<file path="src/rtl/line_buffer_scheduler_if.sv">
// line_buffer_scheduler_if: fill handshake to the framebuffer reader and line/bank signals to the VGA stage.
interface line_buffer_scheduler_if #(parameter int LINE_INDEX_WIDTH = 8);
  logic enable;
  logic frame_start;
  logic line_finished;
  logic fill_ack;
  logic fill_done;
  logic display_bank;
  logic fill_request;
  logic [LINE_INDEX_WIDTH-1:0] fill_line;
  logic fill_bank;
  logic ready;
  logic underrun;
  logic [7:0] underrun_count;
  modport master (
    input  enable, frame_start, line_finished, fill_ack, fill_done,
    output display_bank, fill_request, fill_line, fill_bank, ready, underrun, underrun_count
  );
  modport slave (
    output enable, frame_start, line_finished, fill_ack, fill_done,
    input  display_bank, fill_request, fill_line, fill_bank, ready, underrun, underrun_count
  );
endinterface

</file>
<file path="src/rtl/line_buffer_scheduler.sv">
// line_buffer_scheduler: ping-pong line buffer sequencing with 2x line doubling and underrun accounting.
module line_buffer_scheduler #(
  parameter int SOURCE_LINES     = 240,
  parameter int LINE_INDEX_WIDTH = 8
) (
  input logic clock,
  input logic reset,
  line_buffer_scheduler_if.master bus
);
  typedef enum logic [1:0] {IDLE, PRELOAD, DISPLAY, DRAIN} state_t;
  localparam logic [LINE_INDEX_WIDTH:0] LINES = (LINE_INDEX_WIDTH+1)'(SOURCE_LINES);
  state_t state_q;
  logic [LINE_INDEX_WIDTH-1:0] src_line_q, fill_line_q;
  logic repeat_q, next_loaded_q, pending_q, discard_q, wait_q;
  logic display_bank_q, fill_request_q, fill_bank_q, ready_q, underrun_q;
  logic [7:0] underrun_count_q;
  logic accept, fill_valid, stale, loaded, more;
  logic [LINE_INDEX_WIDTH:0] next2;
  assign accept     = fill_request_q && bus.fill_ack;
  assign fill_valid = bus.fill_done && pending_q && !discard_q;
  // a fill that will still be in flight after this edge and must be thrown away
  assign stale      = accept || (pending_q && !bus.fill_done);
  assign loaded     = next_loaded_q || fill_valid;
  assign next2      = {1'b0, src_line_q} + (LINE_INDEX_WIDTH+1)'(2);
  assign more       = next2 < LINES;
  assign bus.display_bank   = display_bank_q;
  assign bus.fill_request   = fill_request_q;
  assign bus.fill_line      = fill_line_q;
  assign bus.fill_bank      = fill_bank_q;
  assign bus.ready          = ready_q;
  assign bus.underrun       = underrun_q;
  assign bus.underrun_count = underrun_count_q;
  always_ff @(posedge clock) begin
    if (reset) begin
      state_q          <= IDLE;
      src_line_q       <= '0;
      repeat_q         <= 1'b0;
      next_loaded_q    <= 1'b0;
      pending_q        <= 1'b0;
      discard_q        <= 1'b0;
      wait_q           <= 1'b0;
      display_bank_q   <= 1'b0;
      fill_request_q   <= 1'b0;
      fill_line_q      <= '0;
      fill_bank_q      <= 1'b0;
      ready_q          <= 1'b0;
      underrun_q       <= 1'b0;
      underrun_count_q <= '0;
    end else begin
      underrun_q <= 1'b0;
      if (accept) begin
        fill_request_q <= 1'b0;
        pending_q      <= 1'b1;
      end else if (bus.fill_done && pending_q) begin
        pending_q <= 1'b0;
        discard_q <= 1'b0;
        if (wait_q) begin
          fill_request_q <= 1'b1;
          wait_q         <= 1'b0;
        end
      end
      if (!bus.enable) begin
        state_q        <= IDLE;
        ready_q        <= 1'b0;
        wait_q         <= 1'b0;
        fill_request_q <= 1'b0;
        if (stale) discard_q <= 1'b1;
      end else if (bus.frame_start) begin
        state_q        <= PRELOAD;
        src_line_q     <= '0;
        repeat_q       <= 1'b0;
        display_bank_q <= 1'b0;
        next_loaded_q  <= 1'b0;
        ready_q        <= 1'b0;
        fill_line_q    <= '0;
        fill_bank_q    <= 1'b0;
        fill_request_q <= !stale;
        discard_q      <= stale;
        wait_q         <= stale;
      end else begin
        case (state_q)
          PRELOAD: if (fill_valid) begin
            ready_q       <= 1'b1;
            next_loaded_q <= 1'b0;
            if (SOURCE_LINES > 1) begin
              state_q        <= DISPLAY;
              fill_request_q <= 1'b1;
              fill_line_q    <= LINE_INDEX_WIDTH'(1);
              fill_bank_q    <= !display_bank_q;
            end else state_q <= DRAIN;
          end
          DISPLAY: begin
            if (fill_valid) next_loaded_q <= 1'b1;
            if (bus.line_finished) begin
              repeat_q <= !repeat_q;
              if (repeat_q) begin
                display_bank_q <= !display_bank_q;
                src_line_q     <= src_line_q + LINE_INDEX_WIDTH'(1);
                if (!loaded) begin
                  underrun_q <= 1'b1;
                  if (underrun_count_q != 8'hff) underrun_count_q <= underrun_count_q + 8'd1;
                end
                if (stale) discard_q <= 1'b1;
                // the late line lands in a bank now on screen, so its successor waits for it
                if (more) begin
                  next_loaded_q  <= 1'b0;
                  fill_line_q    <= next2[LINE_INDEX_WIDTH-1:0];
                  fill_bank_q    <= display_bank_q;
                  fill_request_q <= !stale;
                  wait_q         <= stale;
                end else begin
                  state_q        <= DRAIN;
                  fill_request_q <= 1'b0;
                end
              end
            end
          end
          DRAIN: if (bus.line_finished) begin
            repeat_q <= !repeat_q;
            if (repeat_q) begin
              state_q <= IDLE;
              ready_q <= 1'b0;
            end
          end
          default: ;
        endcase
      end
    end
  end
endmodule

</file>
<file path="src/flat_wrapper.sv">
// flat-port wrapper written by rule: the top's interface ports become plain ports
module line_buffer_scheduler_flat 
#(
  parameter int SOURCE_LINES     = 240,
  parameter int LINE_INDEX_WIDTH = 8
)
  (clock, reset, bus_enable, bus_frame_start, bus_line_finished, bus_fill_ack, bus_fill_done, bus_display_bank, bus_fill_request, bus_fill_line, bus_fill_bank, bus_ready, bus_underrun, bus_underrun_count);
  line_buffer_scheduler_if #(.LINE_INDEX_WIDTH(LINE_INDEX_WIDTH)) bus_i ();
  input logic clock;
  input logic reset;
  input wire logic [$bits(bus_i.enable)-1:0] bus_enable;
  input wire logic [$bits(bus_i.frame_start)-1:0] bus_frame_start;
  input wire logic [$bits(bus_i.line_finished)-1:0] bus_line_finished;
  input wire logic [$bits(bus_i.fill_ack)-1:0] bus_fill_ack;
  input wire logic [$bits(bus_i.fill_done)-1:0] bus_fill_done;
  output wire logic [$bits(bus_i.display_bank)-1:0] bus_display_bank;
  output wire logic [$bits(bus_i.fill_request)-1:0] bus_fill_request;
  output wire logic [$bits(bus_i.fill_line)-1:0] bus_fill_line;
  output wire logic [$bits(bus_i.fill_bank)-1:0] bus_fill_bank;
  output wire logic [$bits(bus_i.ready)-1:0] bus_ready;
  output wire logic [$bits(bus_i.underrun)-1:0] bus_underrun;
  output wire logic [$bits(bus_i.underrun_count)-1:0] bus_underrun_count;
  assign bus_i.enable = bus_enable;
  assign bus_i.frame_start = bus_frame_start;
  assign bus_i.line_finished = bus_line_finished;
  assign bus_i.fill_ack = bus_fill_ack;
  assign bus_i.fill_done = bus_fill_done;
  assign bus_display_bank = bus_i.display_bank;
  assign bus_fill_request = bus_i.fill_request;
  assign bus_fill_line = bus_i.fill_line;
  assign bus_fill_bank = bus_i.fill_bank;
  assign bus_ready = bus_i.ready;
  assign bus_underrun = bus_i.underrun;
  assign bus_underrun_count = bus_i.underrun_count;
  line_buffer_scheduler #(.SOURCE_LINES(SOURCE_LINES), .LINE_INDEX_WIDTH(LINE_INDEX_WIDTH)) u_core (.clock(clock), .reset(reset), .bus(bus_i));
endmodule
</file>
<file path="config.mk">
export PLATFORM = sky130hd
export DESIGN_NAME = line_buffer_scheduler_flat
export DESIGN_NICKNAME = d
export VERILOG_FILES = /design/src/rtl/line_buffer_scheduler_if.sv /design/src/rtl/line_buffer_scheduler.sv /design/src/flat_wrapper.sv
export SDC_FILE = /design/constraint.sdc
export NUM_CORES = 1
export LEC_CHECK = 0
export CORE_UTILIZATION = 55
export CTS_BUF_LIST = sky130_fd_sc_hd__clkbuf_4
export DETAILED_ROUTE_END_ITERATION = 8
export GPL_TIMING_DRIVEN = 0
export PLACE_DENSITY = 0.8
export SLEW_MARGIN = 30
export SYNTH_ARGS = -nofsm -noshare
export SYNTH_HDL_FRONTEND = slang
export SYNTH_SLANG_ARGS = --single-unit
export TNS_END_PERCENT = 1
</file>
<file path="constraint.sdc">
create_clock -name clock -period 1.9 [get_ports clock]
set_input_delay 0.285 -clock clock [delete_from_list [all_inputs] [get_ports clock]]
set_output_delay 0.285 -clock clock [all_outputs]
set_load 0.01 [all_outputs]
</file>
; ---- Word level (Yosys, flattened, before mapping)
; Cells that the tools add are included.
[totals]
out_inout_bits = 21
elab_cells = 143
register_bits = 36
input_bits = 7
[classes]
n_mux = 69
n_bitwise = 6
add_sub_neg = 3
order_cmp = 1
eq_ne = 17
n_reduce_logical = 32
[ops]
columns = operator, n
row1 = $mux 8, 9
row2 = $mux 1, 48
row3 = $reduce_and 7->1, 3
row4 = $add 8x1->8 const B, 2
row5 = $pmux 8 s2, 1
row6 = $mux 2, 6
row7 = $ne 3x2->1 const B, 4
row8 = $reduce_bool 2->1, 6
row9 = $add 8x2->9 const B, 1
row10 = $lt 9x8->1 const B, 1
row11 = $ne 3x3->1 const B, 3
row12 = $ne 8x8->1 const B, 1
row13 = $pmux 1 s2, 4
row14 = $reduce_and 4->1, 2
row15 = $ne 2x1->1 const B, 3
row16 = $ne 2x2->1 const B, 3
row17 = $not 1->1, 6
row18 = $pmux 2 s3, 1
row19 = $reduce_and 3->1, 2
row20 = $reduce_and 6->1, 1
row21 = $reduce_bool 3->1, 2
row22 = $reduce_or 6->1, 1
row23 = $logic_not 1->1, 5
row24 = $eq 2x2->1 const B, 2
row25 = 6 further kinds, 11

; ---- Logic depth before layout (Yosys ltp)
[depth]
word_depth = 9
depth_mapped = 9
depth_no_buf = 7

; ---- Worst setup path before layout
; OpenSTA, ideal clock, no wires.
[synth_timing]
path_kind = reg-to-reg
from = register u_core.state_q[1]
to = register u_core.underrun_count_q[6] (netlist: u_core.bus.underrun_count[6])
setup_slack_ps = 200
period_less_slack_ps = 1700
n_path_buf = 1
arrival_time_ps = 1573
stages_incl_launch_ff = 8
cell_sequence = dfxtp_1 ha_1 buf_2 nand2b_2 nor4_4 nand4_1 xor2_1 nor2_1
[synth_between]
elab_chain_len = 2
[synth_lines]
columns = item, line
row1 = from (decl), line_buffer_scheduler.sv:12  ; state_t state_q;
row2 = from (signal assigned), line_buffer_scheduler.sv:35  ; state_q <= IDLE;
row3 = from (signal assigned), line_buffer_scheduler.sv:63  ; state_q <= IDLE;
row4 = from (signal assigned), line_buffer_scheduler.sv:69  ; state_q <= PRELOAD;
row5 = $eq 2x2->1, line_buffer_scheduler.sv:81  ; case (state_q)
row6 = $reduce_and 7->1 (no source line), n/a
row7 = to (signal assigned), line_buffer_scheduler.sv:101  ; if (underrun_count_q != 8'hff) underrun_count_q <= underrun_count_q + 8'd1;
row8 = to (decl), line_buffer_scheduler.sv:16  ; logic [7:0] underrun_count_q;
; No other way between the ends.
; A chain may end at the register's enable or synchronous reset.

; ---- Worst setup path in the final report
[layout_timing]
from = register u_core.state_q[0]
to = register u_core.src_line_q[5]
[layout_between]
elab_chain_len = 3
[layout_lines]
columns = item, line
row1 = $eq 2x2->1, line_buffer_scheduler.sv:81
row2 = $reduce_bool 2->1 (no source line), n/a
row3 = $reduce_and 4->1 (no source line), n/a
row4 = to (signal assigned), line_buffer_scheduler.sv:98  ; src_line_q <= src_line_q + LINE_INDEX_WIDTH'(1);
row5 = to (decl), line_buffer_scheduler.sv:13  ; logic [LINE_INDEX_WIDTH-1:0] src_line_q, fill_line_q;
; No other way between the ends.

==> flow_summary.toml <==
[clock_network]
cts_sinks = 36
cts_tree = "built"
cts-root-buf = "clkbuf_4"
cts_max_level = 2
cts_buffers = 5
clk_latency_ns = 0.35
cts_max_path_buffers = 2
path_clk_slew_ns = 0.11

[power_and_ir_drop]
ir_worst_vdd_mv = 0.496
powerDensity_mw_per_mm2 = 536
p_comb_share_pct = 7.7
p_sw_share_pct = 24.3
leakage_nw = 0.844
p_sw_uw = 313
p_seq_share_pct = 59.6
pwr-share-clk_pct = 32.7
intPower_uw = 973

[sta]
slew_violations = 0
slew_headroom_pct = 52.0
finalHoldViolCount = 0
worst_pin_slew_ns = 0.713
min_period_over_period_pct = 93.9
finalClockSkew_ns = 0.0102
holdWs_ns = 0.461
finalSetupViolCount = 0
fin_crit_ns = 1.78
max_freq_mhz = 560

[yosys]
syn_area_mm2 = 0.00198
yosys.area.top_type_share_pct = 36.4
synthTopCellsByArea = "dfxtp_1, nand2_1, xor2_1"
avgSynthCellArea_um2 = 8.33
synth_top_cell_by_area = "dfxtp_1"
synth_edf_count = 0
postSynth.asyncResetShare_pct = 0
synth_seq_cells = 36
yosysSeqAreaShare_pct = 36.4
synth_nets = 252
synth_cell_type_count = 45
syn_inst = 238
synth_top_flop_cell = "dfxtp_1"
synth_warnings = 0

[finish]
layout_commonest_cell = "dfxtp_1"
final_util_pct = 70.7
syn_to_final_growth_pct = 21.0
drive_above_1_share_pct = 9.85
antenna_cells = 0
design_area_mm2 = 0.00240
layout_common_cells = "dfxtp_1, nand2_1, clkdlybuf4s50_1"
nNetsFinal = 287

[job]
maxCapViolations = 0

[detailed_routing]
routed_wl_mm = 4.25
viasPerCell = 5.51
drcViolationCount = 0
final_antenna_net_count = 0
dr.pass1.iters = 4
wl_per_cell_um = 13.3
first_iter_violations = 147
vias = 1764

[grt]
overflow = 0
grt_pass1_vias = 1482
antenna_found_initial = 0
grt_max_degree = 11
grt.total_usage_pct = 23.9
grt_first_pass_wirelength_mm = 6.71

[min_path]
min_path_type = "register to register"

[floorplanning]
std_cell_rows = 21
io_pins = 28
dieHeight_um = 62.0
start_util_pct = 58.5
die_w_um = 62.0
dieArea_mm2 = 0.00385
core_mm2 = 0.00339

[critical_path]
cp_slowest_cell = "dfxtp_4"
worstPathBufferInverterCount = 2
critPathMaxStageDelay_ns = 0.39
required_ns = 2.18
critPathArrivalTime_ns = 2.06
worstPathCellList = "inv_1, ha_1, buf_4, and3_4, o21a_4, nand3_2, or3_1, a21oi_1"
crit_fanout = 8
crit_family = "simple AND/OR/NAND/NOR gates"
crit_path_end_kind = "register"
worstSetupStartpointType = "register"
crit_type = "register to register"

[run_status]
status = "finished clean"

[placed_design]
dp_hpwl_mm = 2.97
gp_congestion = 0.900
port_buffers = 27
placed_area_mm2 = 0.00231
## logic make-up after synthesis
family / Yosys count / synth area share [%]
AND/OR/NAND/NOR: 110 / 29.2
AO/OA/AOI/OAI: 39 / 13.1
flip-flops: 36 / 36.4
buffers and inverters: 18 / 3.85
XOR/XNOR: 17 / 7.51
multiplexers: 11 / 5.62
adder cells (fa/ha/maj): 7 / 4.42
## synthesized netlist by cell type (all sizes together), types with 6 or more instances
master  number
inv          7
dfxtp       36
nand2       29
nor2        24
nand3       14
ha           7
nand2b       7
nand4       11
o21ai        8
clkbuf       6
mux2i       10
xor2        12
a21oi       13
## power by group through the flow
stage | clock, mW | combinational (mW) | sequential (mW)
floorplan | 0 | 0.0550 | 0.784
global placement | 0 | 0.0949 | 0.784
detailed placement | 0 | 0.0967 | 0.784
CTS | 0.429 | 0.0976 | 0.766
global route | 0.471 | 0.109 | 0.767
finish | 0.420 | 0.0996 | 0.766
## state kept, by name, indices dropped and copies added, names as in the netlist
signal and flops:
u_core.bus.display_bank 1, u_core.pending_q 1, u_core.next_loaded_q 1, u_core.discard_q 1, u_core.bus.fill_request 1, u_core.repeat_q 1
u_core.wait_q 1, u_core.src_line_q 8, u_core.state_q 2, u_core.bus.underrun 1, u_core.bus.ready 1, u_core.bus.fill_line 8
u_core.bus.underrun_count 8, u_core.bus.fill_bank 1
## stage by stage
| step | total power [mW] | TNS (ns) | std cells | setup WS (ns) |
|---|---|---|---|---|
| 5_1_grt | 1.35 | -0.0353 | 320 | -0.0179 |
| 3_5_place_dp | 0.881 | -2.42 | 311 | -0.242 |
| 3_3_place_gp | 0.879 | -1.84 | 311 | -0.229 |
| 6_report | 1.29 | 0 | 320 | 0.115 |
| 2_1_floorplan | 0.839 | 0 | 238 | 0.200 |
| 4_1_cts | 1.29 | 0 | 319 | 0.00893 |
## area by class of cell
type / instances / area (um^2)
multi-input combinational: 184 / 1200
fill: 268 / 992
sequential: 36 / 728
timing repair buffer: 28 / 278
tap: 46 / 57.6
clock buffer: 7 / 52.6
buffer: 11 / 52.6
inverter: 7 / 26.3
clock inverter: 1 / 3.75
## path summary, 6_finish.rpt
| check | slack (ns) | endpoint | from | cells past startpoint |
|---|---|---|---|---|
| setup / recovery | 0.12 | u_core.src_line_q[5]$_SDFFE_PP0P_ | u_core.state_q[0]$_SDFFE_PP0P_ | 8 |
| hold / removal | 0.46 | u_core.bus.fill_line[1]$_SDFFE_PP0P_ | u_core.bus.fill_line[1]$_SDFFE_PP0P_ | 2 |
| setup reg to reg | 0.12 | u_core.src_line_q[5]$_SDFFE_PP0P_ | u_core.state_q[0]$_SDFFE_PP0P_ | 8 |
| hold reg to reg | 0.46 | u_core.bus.fill_line[1]$_SDFFE_PP0P_ | u_core.bus.fill_line[1]$_SDFFE_PP0P_ | 2 |
## metal layers
metal	track usage (%)	share of wire, %	up-vias
li1	-	-	895
met3	6.00	5.1	7
met2	37.1	44	42
met5	0	0	-
met1	32.3	49	820
met4	8.57	1.4	0
## worst register-to-register path, delay by kind of cell (launching register included)
family                     cells  cell delay (ns)
adders and majority gates      1             0.14
DFF                            1             0.39
and+or+nand+nor                3             0.66
buffers and inverters          2             0.22
AOI/OAI and AO/OA              2             0.31
## what timing repair did
action / CTS / global route
pin swaps: 1 / 1
hold endpoints to repair: 0 / 0
endpoints found under the setup margin: 10 / 20
hold buffers: 0 / 0
buffers inserted: 0 / 1
resized for setup: 3 / 6
(Power assumes the default switching activity.)
